`src/rtl/sprite_scheduler_if.sv`:
```
// rtl/sprite_scheduler_if.sv - attribute write, scanline and pixel-select signal bundle
// master drives writes/line/pixel requests; slave is the scheduler.
interface sprite_scheduler_if;
  logic        wr_en;
  logic [2:0]  wr_sel;
  logic [10:0] wr_x;
  logic [9:0]  wr_y;
  logic [3:0]  wr_index;
  logic        wr_enable;
  logic        line_start;
  logic [10:0] line_y;
  logic [10:0] pix_x;
  logic        busy;
  logic        sprite_hit;
  logic [10:0] sprite_x;
  logic [9:0]  sprite_y;
  logic [3:0]  sprite_index;
  logic        overflow;

  modport master (
    output wr_en, wr_sel, wr_x, wr_y, wr_index, wr_enable, line_start, line_y, pix_x,
    input  busy, sprite_hit, sprite_x, sprite_y, sprite_index, overflow
  );

  modport slave (
    input  wr_en, wr_sel, wr_x, wr_y, wr_index, wr_enable, line_start, line_y, pix_x,
    output busy, sprite_hit, sprite_x, sprite_y, sprite_index, overflow
  );
endinterface

```
`src/rtl/sprite_scheduler.sv`:
```
// rtl/sprite_scheduler.sv - per-scanline sprite list builder and pixel sprite selector
// Overflow flag is built only when SPRITE_SCHED_OVERFLOW_EN is defined.
module sprite_scheduler #(
  parameter int NUM_SPRITES  = 8,
  parameter int MAX_PER_LINE = 4,
  parameter int SPRITE_SIZE  = 32
) (
  input  logic              clk,
  input  logic              reset,
  sprite_scheduler_if.slave bus
);
  localparam int               PTR_W = (NUM_SPRITES > 1) ? $clog2(NUM_SPRITES) : 1;
  localparam logic [PTR_W-1:0] LAST  = PTR_W'(NUM_SPRITES - 1);
  localparam logic [11:0]      SIZE  = 12'(SPRITE_SIZE);

  typedef enum logic [1:0] {IDLE, SCAN, COMMIT} state_t;
  state_t state, state_n;

  logic [10:0]            tbl_x   [NUM_SPRITES];
  logic [9:0]             tbl_y   [NUM_SPRITES];
  logic [3:0]             tbl_idx [NUM_SPRITES];
  logic [NUM_SPRITES-1:0] tbl_en;

  logic [PTR_W-1:0]        ptr;
  logic [10:0]             line_q;
  logic [11:0]             line12, y12, pix12;
  logic                    scan_vis;
  logic [MAX_PER_LINE-1:0] pend_v, act_v, slot_wr;
  logic [10:0]             pend_x   [MAX_PER_LINE];
  logic [9:0]              pend_y   [MAX_PER_LINE];
  logic [3:0]              pend_idx [MAX_PER_LINE];
  logic [10:0]             act_x    [MAX_PER_LINE];
  logic [9:0]              act_y    [MAX_PER_LINE];
  logic [3:0]              act_idx  [MAX_PER_LINE];

  logic        hit_n, hit_q;
  logic [10:0] x_n, x_q;
  logic [9:0]  y_n, y_q;
  logic [3:0]  idx_n, idx_q;

  always_ff @(posedge clk) begin
    if (reset) state <= IDLE;
    else       state <= state_n;
  end

  // line_start restarts the scan from any state, including mid-scan and COMMIT
  always_comb begin
    state_n = state;
    if (bus.line_start) begin
      state_n = SCAN;
    end else begin
      case (state)
        SCAN:    if (ptr == LAST) state_n = COMMIT;
        COMMIT:  state_n = IDLE;
        default: state_n = state;
      endcase
    end
  end

  assign bus.busy = (state != IDLE);

  always_ff @(posedge clk) begin
    if (reset) begin
      tbl_en <= '0;
    end else if (bus.wr_en) begin
      tbl_x[bus.wr_sel]   <= bus.wr_x;
      tbl_y[bus.wr_sel]   <= bus.wr_y;
      tbl_idx[bus.wr_sel] <= bus.wr_index;
      tbl_en[bus.wr_sel]  <= bus.wr_enable;
    end
  end

  assign line12   = {1'b0, line_q};
  assign y12      = {2'b00, tbl_y[ptr]};
  assign scan_vis = (state == SCAN) && !bus.line_start && tbl_en[ptr] &&
                    (line12 >= y12) && (line12 < y12 + SIZE);

  // pend_v fills contiguously from slot 0, so the first clear slot is the append point
  always_comb begin
    logic prev;
    slot_wr = '0;
    prev    = 1'b1;
    for (int i = 0; i < MAX_PER_LINE; i++) begin
      slot_wr[i] = scan_vis && !pend_v[i] && prev;
      prev       = pend_v[i];
    end
  end

  always_ff @(posedge clk) begin
    if (reset) begin
      ptr    <= '0;
      line_q <= '0;
      pend_v <= '0;
      act_v  <= '0;
    end else if (bus.line_start) begin
      ptr    <= '0;
      line_q <= bus.line_y;
      pend_v <= '0;
    end else if (state == SCAN) begin
      ptr <= (ptr == LAST) ? '0 : ptr + PTR_W'(1);
      for (int i = 0; i < MAX_PER_LINE; i++) begin
        if (slot_wr[i]) begin
          pend_v[i]   <= 1'b1;
          pend_x[i]   <= tbl_x[ptr];
          pend_y[i]   <= tbl_y[ptr];
          pend_idx[i] <= tbl_idx[ptr];
        end
      end
    end else if (state == COMMIT) begin
      act_v <= pend_v;
      for (int i = 0; i < MAX_PER_LINE; i++) begin
        act_x[i]   <= pend_x[i];
        act_y[i]   <= pend_y[i];
        act_idx[i] <= pend_idx[i];
      end
    end
  end

`ifdef SPRITE_SCHED_OVERFLOW_EN
  logic dropped, overflow_q;

  // a visible entry arriving with the list full means more than MAX_PER_LINE were visible
  always_ff @(posedge clk) begin
    if (reset) begin
      dropped    <= 1'b0;
      overflow_q <= 1'b0;
    end else if (bus.line_start) begin
      dropped <= 1'b0;
    end else if (scan_vis && pend_v[MAX_PER_LINE-1]) begin
      dropped <= 1'b1;
    end else if (state == COMMIT) begin
      overflow_q <= dropped;
    end
  end

  assign bus.overflow = overflow_q;
`else
  assign bus.overflow = 1'b0;
`endif

  assign pix12 = {1'b0, bus.pix_x};

  // walk from the highest slot down so the lowest hitting slot is the last to assign
  always_comb begin
    hit_n = 1'b0;
    x_n   = '0;
    y_n   = '0;
    idx_n = '0;
    for (int i = MAX_PER_LINE - 1; i >= 0; i--) begin
      if (act_v[i] && (pix12 >= {1'b0, act_x[i]}) && (pix12 < {1'b0, act_x[i]} + SIZE)) begin
        hit_n = 1'b1;
        x_n   = act_x[i];
        y_n   = act_y[i];
        idx_n = act_idx[i];
      end
    end
  end

  always_ff @(posedge clk) begin
    if (reset) begin
      hit_q <= 1'b0;
      x_q   <= '0;
      y_q   <= '0;
      idx_q <= '0;
    end else begin
      hit_q <= hit_n;
      x_q   <= x_n;
      y_q   <= y_n;
      idx_q <= idx_n;
    end
  end

  assign bus.sprite_hit   = hit_q;
  assign bus.sprite_x     = x_q;
  assign bus.sprite_y     = y_q;
  assign bus.sprite_index = idx_q;
endmodule

```
`src/flat_wrapper.sv`:
```
// flat-port wrapper written by rule: the top's interface ports become plain ports
module sprite_scheduler_flat 
#(
  parameter int NUM_SPRITES  = 8,
  parameter int MAX_PER_LINE = 4,
  parameter int SPRITE_SIZE  = 32
)
  (clk, reset, bus_wr_en, bus_wr_sel, bus_wr_x, bus_wr_y, bus_wr_index, bus_wr_enable, bus_line_start, bus_line_y, bus_pix_x, bus_busy, bus_sprite_hit, bus_sprite_x, bus_sprite_y, bus_sprite_index, bus_overflow);
  sprite_scheduler_if bus_i ();
  input  logic clk;
  input  logic reset;
  input wire logic [$bits(bus_i.wr_en)-1:0] bus_wr_en;
  input wire logic [$bits(bus_i.wr_sel)-1:0] bus_wr_sel;
  input wire logic [$bits(bus_i.wr_x)-1:0] bus_wr_x;
  input wire logic [$bits(bus_i.wr_y)-1:0] bus_wr_y;
  input wire logic [$bits(bus_i.wr_index)-1:0] bus_wr_index;
  input wire logic [$bits(bus_i.wr_enable)-1:0] bus_wr_enable;
  input wire logic [$bits(bus_i.line_start)-1:0] bus_line_start;
  input wire logic [$bits(bus_i.line_y)-1:0] bus_line_y;
  input wire logic [$bits(bus_i.pix_x)-1:0] bus_pix_x;
  output wire logic [$bits(bus_i.busy)-1:0] bus_busy;
  output wire logic [$bits(bus_i.sprite_hit)-1:0] bus_sprite_hit;
  output wire logic [$bits(bus_i.sprite_x)-1:0] bus_sprite_x;
  output wire logic [$bits(bus_i.sprite_y)-1:0] bus_sprite_y;
  output wire logic [$bits(bus_i.sprite_index)-1:0] bus_sprite_index;
  output wire logic [$bits(bus_i.overflow)-1:0] bus_overflow;
  assign bus_i.wr_en = bus_wr_en;
  assign bus_i.wr_sel = bus_wr_sel;
  assign bus_i.wr_x = bus_wr_x;
  assign bus_i.wr_y = bus_wr_y;
  assign bus_i.wr_index = bus_wr_index;
  assign bus_i.wr_enable = bus_wr_enable;
  assign bus_i.line_start = bus_line_start;
  assign bus_i.line_y = bus_line_y;
  assign bus_i.pix_x = bus_pix_x;
  assign bus_busy = bus_i.busy;
  assign bus_sprite_hit = bus_i.sprite_hit;
  assign bus_sprite_x = bus_i.sprite_x;
  assign bus_sprite_y = bus_i.sprite_y;
  assign bus_sprite_index = bus_i.sprite_index;
  assign bus_overflow = bus_i.overflow;
  sprite_scheduler #(.NUM_SPRITES(NUM_SPRITES), .MAX_PER_LINE(MAX_PER_LINE), .SPRITE_SIZE(SPRITE_SIZE)) u_core (.clk(clk), .reset(reset), .bus(bus_i));
endmodule
```
`config.mk`:
```
export PLATFORM = sky130hd
export DESIGN_NAME = sprite_scheduler_flat
export DESIGN_NICKNAME = d
export VERILOG_FILES = /design/src/rtl/sprite_scheduler_if.sv /design/src/rtl/sprite_scheduler.sv /design/src/flat_wrapper.sv
export SDC_FILE = /design/constraint.sdc
export NUM_CORES = 1
export LEC_CHECK = 0
export CELL_PAD_IN_SITES_DETAIL_PLACEMENT = 1
export CELL_PAD_IN_SITES_GLOBAL_PLACEMENT = 2
export CORE_MARGIN = 4
export CORE_UTILIZATION = 45
export CTS_BUF_LIST = sky130_fd_sc_hd__clkbuf_16
export CTS_CLUSTER_DIAMETER = 200
export DETAILED_ROUTE_END_ITERATION = 8
export GPL_TIMING_DRIVEN = 0
export PLACE_DENSITY_LB_ADDON = 0.1
export SYNTH_ARGS = -nofsm -noshare
export SYNTH_HDL_FRONTEND = slang
export SYNTH_SLANG_ARGS = --single-unit
```
`constraint.sdc`:
```
create_clock -name clk -period 8.9 [get_ports clk]
set_clock_uncertainty 0.2 [all_clocks]
set_input_delay 1.78 -clock clk [delete_from_list [all_inputs] [get_ports clk]]
set_output_delay 1.78 -clock clk [all_outputs]
set_load 0.03 [all_outputs]
```
Word level (Yosys, flattened, before mapping)
Memories as Yosys holds them, arrays and structs flattened. A register that Yosys moved wholly into a read port is not among the register bits.
Index checks and enable logic that the tools add are counted.
{ "word_totals": {"in_bits": 55, "elab_cells": 168, "memories": 9, "reg_bits": 58, "output_inout_bits": 28, "ramBits": 400} }
{ "op_classes": {"addsub": 6, "n_bitwise": 2, "eq_ne": 5, "n_mux": 77, "magnitude_cmp": 13, "reduce_logical": 42} }
{ "mem_list": {"columns": ["name", "depth", "width", "read_ports", "rd_ports_with_merged_regs", "write_ports", "line_no", "source"], "rows": [
  ["u_core.tbl_x", 8, 11, 1, 1, 1, "sprite_scheduler.sv:19", "logic [10:0] tbl_x [NUM_SPRITES];"],
  ["u_core.tbl_y", 8, 10, 1, 1, 1, "sprite_scheduler.sv:20", "logic [9:0] tbl_y [NUM_SPRITES];"],
  ["u_core.act_x", 4, 11, 4, 0, 4, "sprite_scheduler.sv:32", "logic [10:0] act_x [MAX_PER_LINE];"],
  ["u_core.pend_x", 4, 11, 4, 0, 2, "sprite_scheduler.sv:29", "logic [10:0] pend_x [MAX_PER_LINE];"],
  ["u_core.act_y", 4, 10, 4, 0, 4, "sprite_scheduler.sv:33", "logic [9:0] act_y [MAX_PER_LINE];"],
  ["u_core.pend_y", 4, 10, 4, 0, 2, "sprite_scheduler.sv:30", "logic [9:0] pend_y [MAX_PER_LINE];"],
  ["3 more memories", null, null, null, null, null, null, null]
]} }
{ "op_table": {"columns": ["operator", "count"], "rows": [
  ["$mux 11", 6],
  ["$lt 11x12->1", 5],
  ["$mux 10", 6],
  ["$add 11x6->12 const B", 4],
  ["$ge 11x11->1", 4],
  ["$mux 1", 41],
  ["$mux 4", 6],
  ["$reduce_or 11->1", 2],
  ["$mux 3", 7],
  ["$logic_and 1x1->1", 20],
  ["$reduce_or 10->1", 2],
  ["$mux 2", 7],
  ["$reduce_and 2->1", 6],
  ["$add 10x6->11 const B", 1],
  ["$ge 11x10->1", 1],
  ["$bwmux 8", 1],
  ["$lt 3x4->1 const B", 2],
  ["$reduce_or 4->1", 2],
  ["$logic_not 1->1", 5],
  ["$pmux 2 s2", 1],
  ["$reduce_bool 2->1", 2],
  ["$add 3x1->3 const B", 1],
  ["$bmux 1 s3", 1],
  ["$demux 1 s3", 1],
  ["other kinds (10)", 11]
]} }

Longest topological paths before layout
{ "logic_depth": {"word_depth": 14, "depth_mapped": 14, "ltp_nobuf": 12} }

Worst setup path before layout
OpenSTA, ideal clock, no wires.
{ "synth_path": {"path_kind": "input to register", "startpoint": "in bus_line_start", "endpoint": "mem u_core.act_idx[0][0], enable pin", "slack_ps": 1122, "path_buffers": 1, "setup_ps": 571, "arrival_ps": 7007, "t_required_ps": 8129, "path_stages": 3, "path_cell_list": "buf_2 nor3b_1 nor2b_1"} }
{ "synth_rtl": {"columns": ["item", "line_no", "source"], "rows": [
  ["start: declaration", "flat_wrapper.sv:18", "input wire logic [$bits(bus_i.line_start)-1:0] bus_line_start;"],
  ["end: declaration", "sprite_scheduler.sv:34", "logic [3:0] act_idx [MAX_PER_LINE];"]
]} }

==> metrics.log <==
[metrics] Yosys reg bits: roughly 460
[metrics] Final Max Tran Viols: 0
[metrics] overall power consumption: 4.48 mW
[metrics] remaining max-slew budget at the tightest pin: 28.5%
[metrics] routed len/inst: 23.4 um
[metrics] dominant synthesized flop cell: sky130_fd_sc_hd__edfxtp_1
[metrics] total power per unit cell area: 199 nW/um^2
[metrics] vias per cell: about 5.5
[metrics] outcome: completed
[metrics] Setup crit start kind: flop
[metrics] clock tree from TritonCTS: done
[metrics] logic gate share of total power: 4.1%
[metrics] critical path capture point type: flop
[metrics] reg2reg setup slack: 3640 ps
[metrics] Setup Total Neg Slack: 0 ps
[metrics] unrepaired setup endpoints after global routing: no
[metrics] Post-Syn Instances: 1174
[metrics] Core Box Area: 41900 sq um
[metrics] DRT antenna net count: 0
[metrics] chip height: between 200 and 250 um
[metrics] standard cell area after detailed placement: 21000 sq um
[metrics] post-CTS setup buffer count: 0
[metrics] initial detailed-routing violation count: 710
[metrics] clock edge transition at the registers on the reported setup and hold paths: 60 ps
[metrics] Final HPWL DP: 31.8 mm
[metrics] via count of the first global-routing pass: between 10000 and 15000
[metrics] number of port buffers: 79
[metrics] cell area after layout: 22500 sq um
[metrics] CTS H-tree lvls: 2
[metrics] Row Count: 75
[metrics] proportion of power drawn by the clock network: 43.0%
[metrics] top-area cell type share of the netlist area: between 60 and 70%
[metrics] mapped cell area: between 15000 and 20000 sq um
[metrics] number of I/O pins: 83
[metrics] worst hold margin: 211 ps
[metrics] largest net degree at the start of global routing: 37
[metrics] Peak VDD IR: around 0.17 mV
[metrics] number of antenna cells inserted: 0
[metrics] complex-gate fraction of the synthesized area: slightly above 6%
[metrics] share of cells above drive strength 1: 15.3%
[metrics] Total Die Area: 45700 sq um
[metrics] vias after detailed routing: 10400
[metrics] cell type contributing the most total cell area after synthesis: sky130_fd_sc_hd__edfxtp_1
[metrics] Min Clock Period, post-route: 5260 ps
[metrics] largest driver fanout on the critical path: 25
[metrics] Least-Margin Pin Slew: 1070 ps
[metrics] Power Internal: 3.56 mW
[metrics] top achievable clock speed: ~190 MHz
[metrics] switching power as a share of total power: ~20%
[metrics] net count of the mapped netlist: 1320
[metrics] Total GRT Usage: 20.0%
[metrics] # nets final: 1470
[metrics] number of buffers inserted during clock tree synthesis: 48
[metrics] number of maximum-capacitance constraint violations: 0
[metrics] # resized after CTS: 0
[metrics] share of the yosys chip area belonging to registers: between 60% and 70%
[metrics] number of search-and-repair iterations in the first detailed-routing pass: 5
[metrics] DRC viols: 0
[metrics] simple-gate share of the synthesized area: between 6 and 7%
[metrics] die span in x: approximately 210 um
[metrics] number of buffers on the longest clock path: 3
[metrics] sinks on the clock net: 461
[metrics] Total Routed Length: 44.5 mm
[metrics] CTS root buffer: sky130_fd_sc_hd__clkbuf_16
[metrics] fin util: a little over half
[metrics] Post-Synth Adder-Cell Area: 5.98%
[metrics] share of synthesized registers carrying an async set or reset: 0%
[metrics] synth top area cells: sky130_fd_sc_hd__edfxtp_1, sky130_fd_sc_hd__dfxtp_1, sky130_fd_sc_hd__mux4_2
[metrics] Worst EP required: 8890 ps
[metrics] commonest cells after routing, fill and taps aside: sky130_fd_sc_hd__edfxtp_1, sky130_fd_sc_hd__ha_1, sky130_fd_sc_hd__clkdlybuf4s50_1
[metrics] hold-fix buffer count after cts: 0
[metrics] xor and xnor area share after synthesis: 0.874%
[metrics] Seq pwr share: 52.9%
[metrics] final setup fails: 0
[metrics] starting density of the core: 45.5%
[metrics] largest family of logic cells by synthesized area: multiplexers
[metrics] WS Path Type: flop to flop
[metrics] wire length of the first global-routing pass: 67.9 mm
[metrics] RD Place Congestion: 0.790
[metrics] Hold Crit Class: flop to flop
[metrics] library cells used by synthesis: 65
[metrics] Synth Warn #: 0
[metrics] GR Overflow Total: 0
[metrics] Final Cycle Share: 59.1%
[metrics] number of synthesized flops with an enable pin: 400
[metrics] growth of design area from synthesis to finish: 18.2%
[metrics] Mean Syn Cell Area: 16.2 sq um
[metrics] most frequent standard cell in the layout excluding fill and tap cells: sky130_fd_sc_hd__edfxtp_1
[metrics] mux share of post-synthesis cell area: 8.68%
[metrics] Switching Power: 0.913 mW
[metrics] data arrival at the endpoint of the critical path: between 5000 and 6000 ps
[metrics] leakage: slightly below 8 nW
[metrics] later-pin clock latency in the skew report: 570 ps
[metrics] initial antenna violation count: 0
[metrics] number of hold violations in the final report: 0
-- area by class of cell --
type / instances / area [sq um]
buffer: 47 / 214
sequential: 461 / 13200
inverter: 64 / 240
clock buffer: 51 / 1280
clock inverter: 37 / 259
timing repair buffer: 100 / 1170
multi-input combinational: 602 / 5440
fill: 3935 / 19300
tap: 539 / 674
-- layer usage --
metal	wire length [um]	global-route usage (%)
met1	19900	27.1
met2	22000	34.3
met3	1530	2.69
met4	986	5.50
met5	0	0
-- power groups by stage --
| stage | registers [mW] | clock network, mW | logic [mW] |
|---|---|---|---|
| global route | 2.37 | 2.08 | 0.205 |
| global placement | 2.41 | 0 | 0.177 |
| detailed placement | 2.41 | 0 | 0.186 |
| finish | 2.37 | 1.92 | 0.184 |
| floorplan | 2.41 | 0 | 0.0978 |
| CTS | 2.37 | 1.98 | 0.187 |
-- logic make-up (layout without fill, tap and decap cells) --
| kind of cell | after synthesis | count (layout) |
|---|---|---|
| flops | 461 | 461 |
| other cells | 1 | 1 |
| xor+xnor | 19 | 19 |
| fa+ha+maj | 91 | 91 |
| simple gates | 221 | 221 |
| buf+inv | 111 | 299 |
| compound gates | 172 | 172 |
| mux | 98 | 98 |
-- worst paths after layout --
kind                             from  depth (start not counted)                  end
setup / recovery                 flop                         14  u_core.pend_x[2][7]
hold / removal    u_core.pend_y[0][2]                          0   u_core.act_y[0][2]
setup reg to reg                 flop                         14  u_core.pend_x[2][7]
hold reg to reg   u_core.pend_y[0][2]                          0   u_core.act_y[0][2]
-- synthesized netlist by cell type, types with 2 or more instances --
cell type	number
sky130_fd_sc_hd__nand3_1	25
sky130_fd_sc_hd__nand4b_1	2
sky130_fd_sc_hd__nor2_1	62
sky130_fd_sc_hd__buf_1	3
sky130_fd_sc_hd__a311oi_1	25
sky130_fd_sc_hd__buf_2	15
sky130_fd_sc_hd__clkbuf_1	26
sky130_fd_sc_hd__dfxtp_1	61
sky130_fd_sc_hd__o21a_1	5
sky130_fd_sc_hd__or2_2	2
sky130_fd_sc_hd__nor3b_1	14
sky130_fd_sc_hd__nand2b_1	13
sky130_fd_sc_hd__nand3b_1	19
sky130_fd_sc_hd__and3_1	2
sky130_fd_sc_hd__inv_1	61
sky130_fd_sc_hd__mux2_2	17
sky130_fd_sc_hd__mux4_2	52
sky130_fd_sc_hd__ha_1	91
sky130_fd_sc_hd__nand2_1	24
sky130_fd_sc_hd__and3b_1	15
sky130_fd_sc_hd__or2_1	2
sky130_fd_sc_hd__nor3_2	2
sky130_fd_sc_hd__mux2i_1	29
sky130_fd_sc_hd__a2111oi_2	3
sky130_fd_sc_hd__nor2b_1	5
sky130_fd_sc_hd__nor3_1	13
sky130_fd_sc_hd__or3_1	10
sky130_fd_sc_hd__o221ai_1	2
sky130_fd_sc_hd__a21o_1	4
sky130_fd_sc_hd__nand4_1	5
sky130_fd_sc_hd__a211oi_1	2
sky130_fd_sc_hd__o21ai_0	44
sky130_fd_sc_hd__a21oi_1	32
sky130_fd_sc_hd__edfxtp_1	400
sky130_fd_sc_hd__o21ai_1	12
sky130_fd_sc_hd__buf_6	2
sky130_fd_sc_hd__o31ai_1	26
sky130_fd_sc_hd__xnor2_1	18
sky130_fd_sc_hd__inv_2	3
-- registers in the layout, indices dropped and copies added, names as in the netlist, 32 cells and up, named ones only --
name            flops
u_core.act_y       40
u_core.pend_x      44
u_core.tbl_idx     32
u_core.act_x       44
u_core.tbl_y       80
u_core.tbl_x       88
u_core.pend_y      40
-- critical path, stage by stage (launching register included) --
cell and delay (ps):
sky130_fd_sc_hd__dfxtp_1 300, sky130_fd_sc_hd__buf_2 190, sky130_fd_sc_hd__buf_2 320, sky130_fd_sc_hd__mux4_2 550
sky130_fd_sc_hd__mux2i_1 470, sky130_fd_sc_hd__inv_1 250, sky130_fd_sc_hd__ha_1 290, sky130_fd_sc_hd__nand3_1 90
sky130_fd_sc_hd__xnor2_1 130, sky130_fd_sc_hd__ha_1 260, sky130_fd_sc_hd__nand4_1 130, sky130_fd_sc_hd__o21ai_1 100
sky130_fd_sc_hd__a2111oi_2 380, sky130_fd_sc_hd__nand4_2 390, sky130_fd_sc_hd__nor2_4 810
-- through the flow --
stage | worst slack, ps | std cells
final | 3640 | 1901
after global routing | 3310 | 1901
after CTS | 3600 | 1901
after detailed placement | 3380 | 1813
after global placement | -1210 | 1792
after floorplan | 1120 | 1174
No activity file was read; power rests on OpenSTA's default activity.
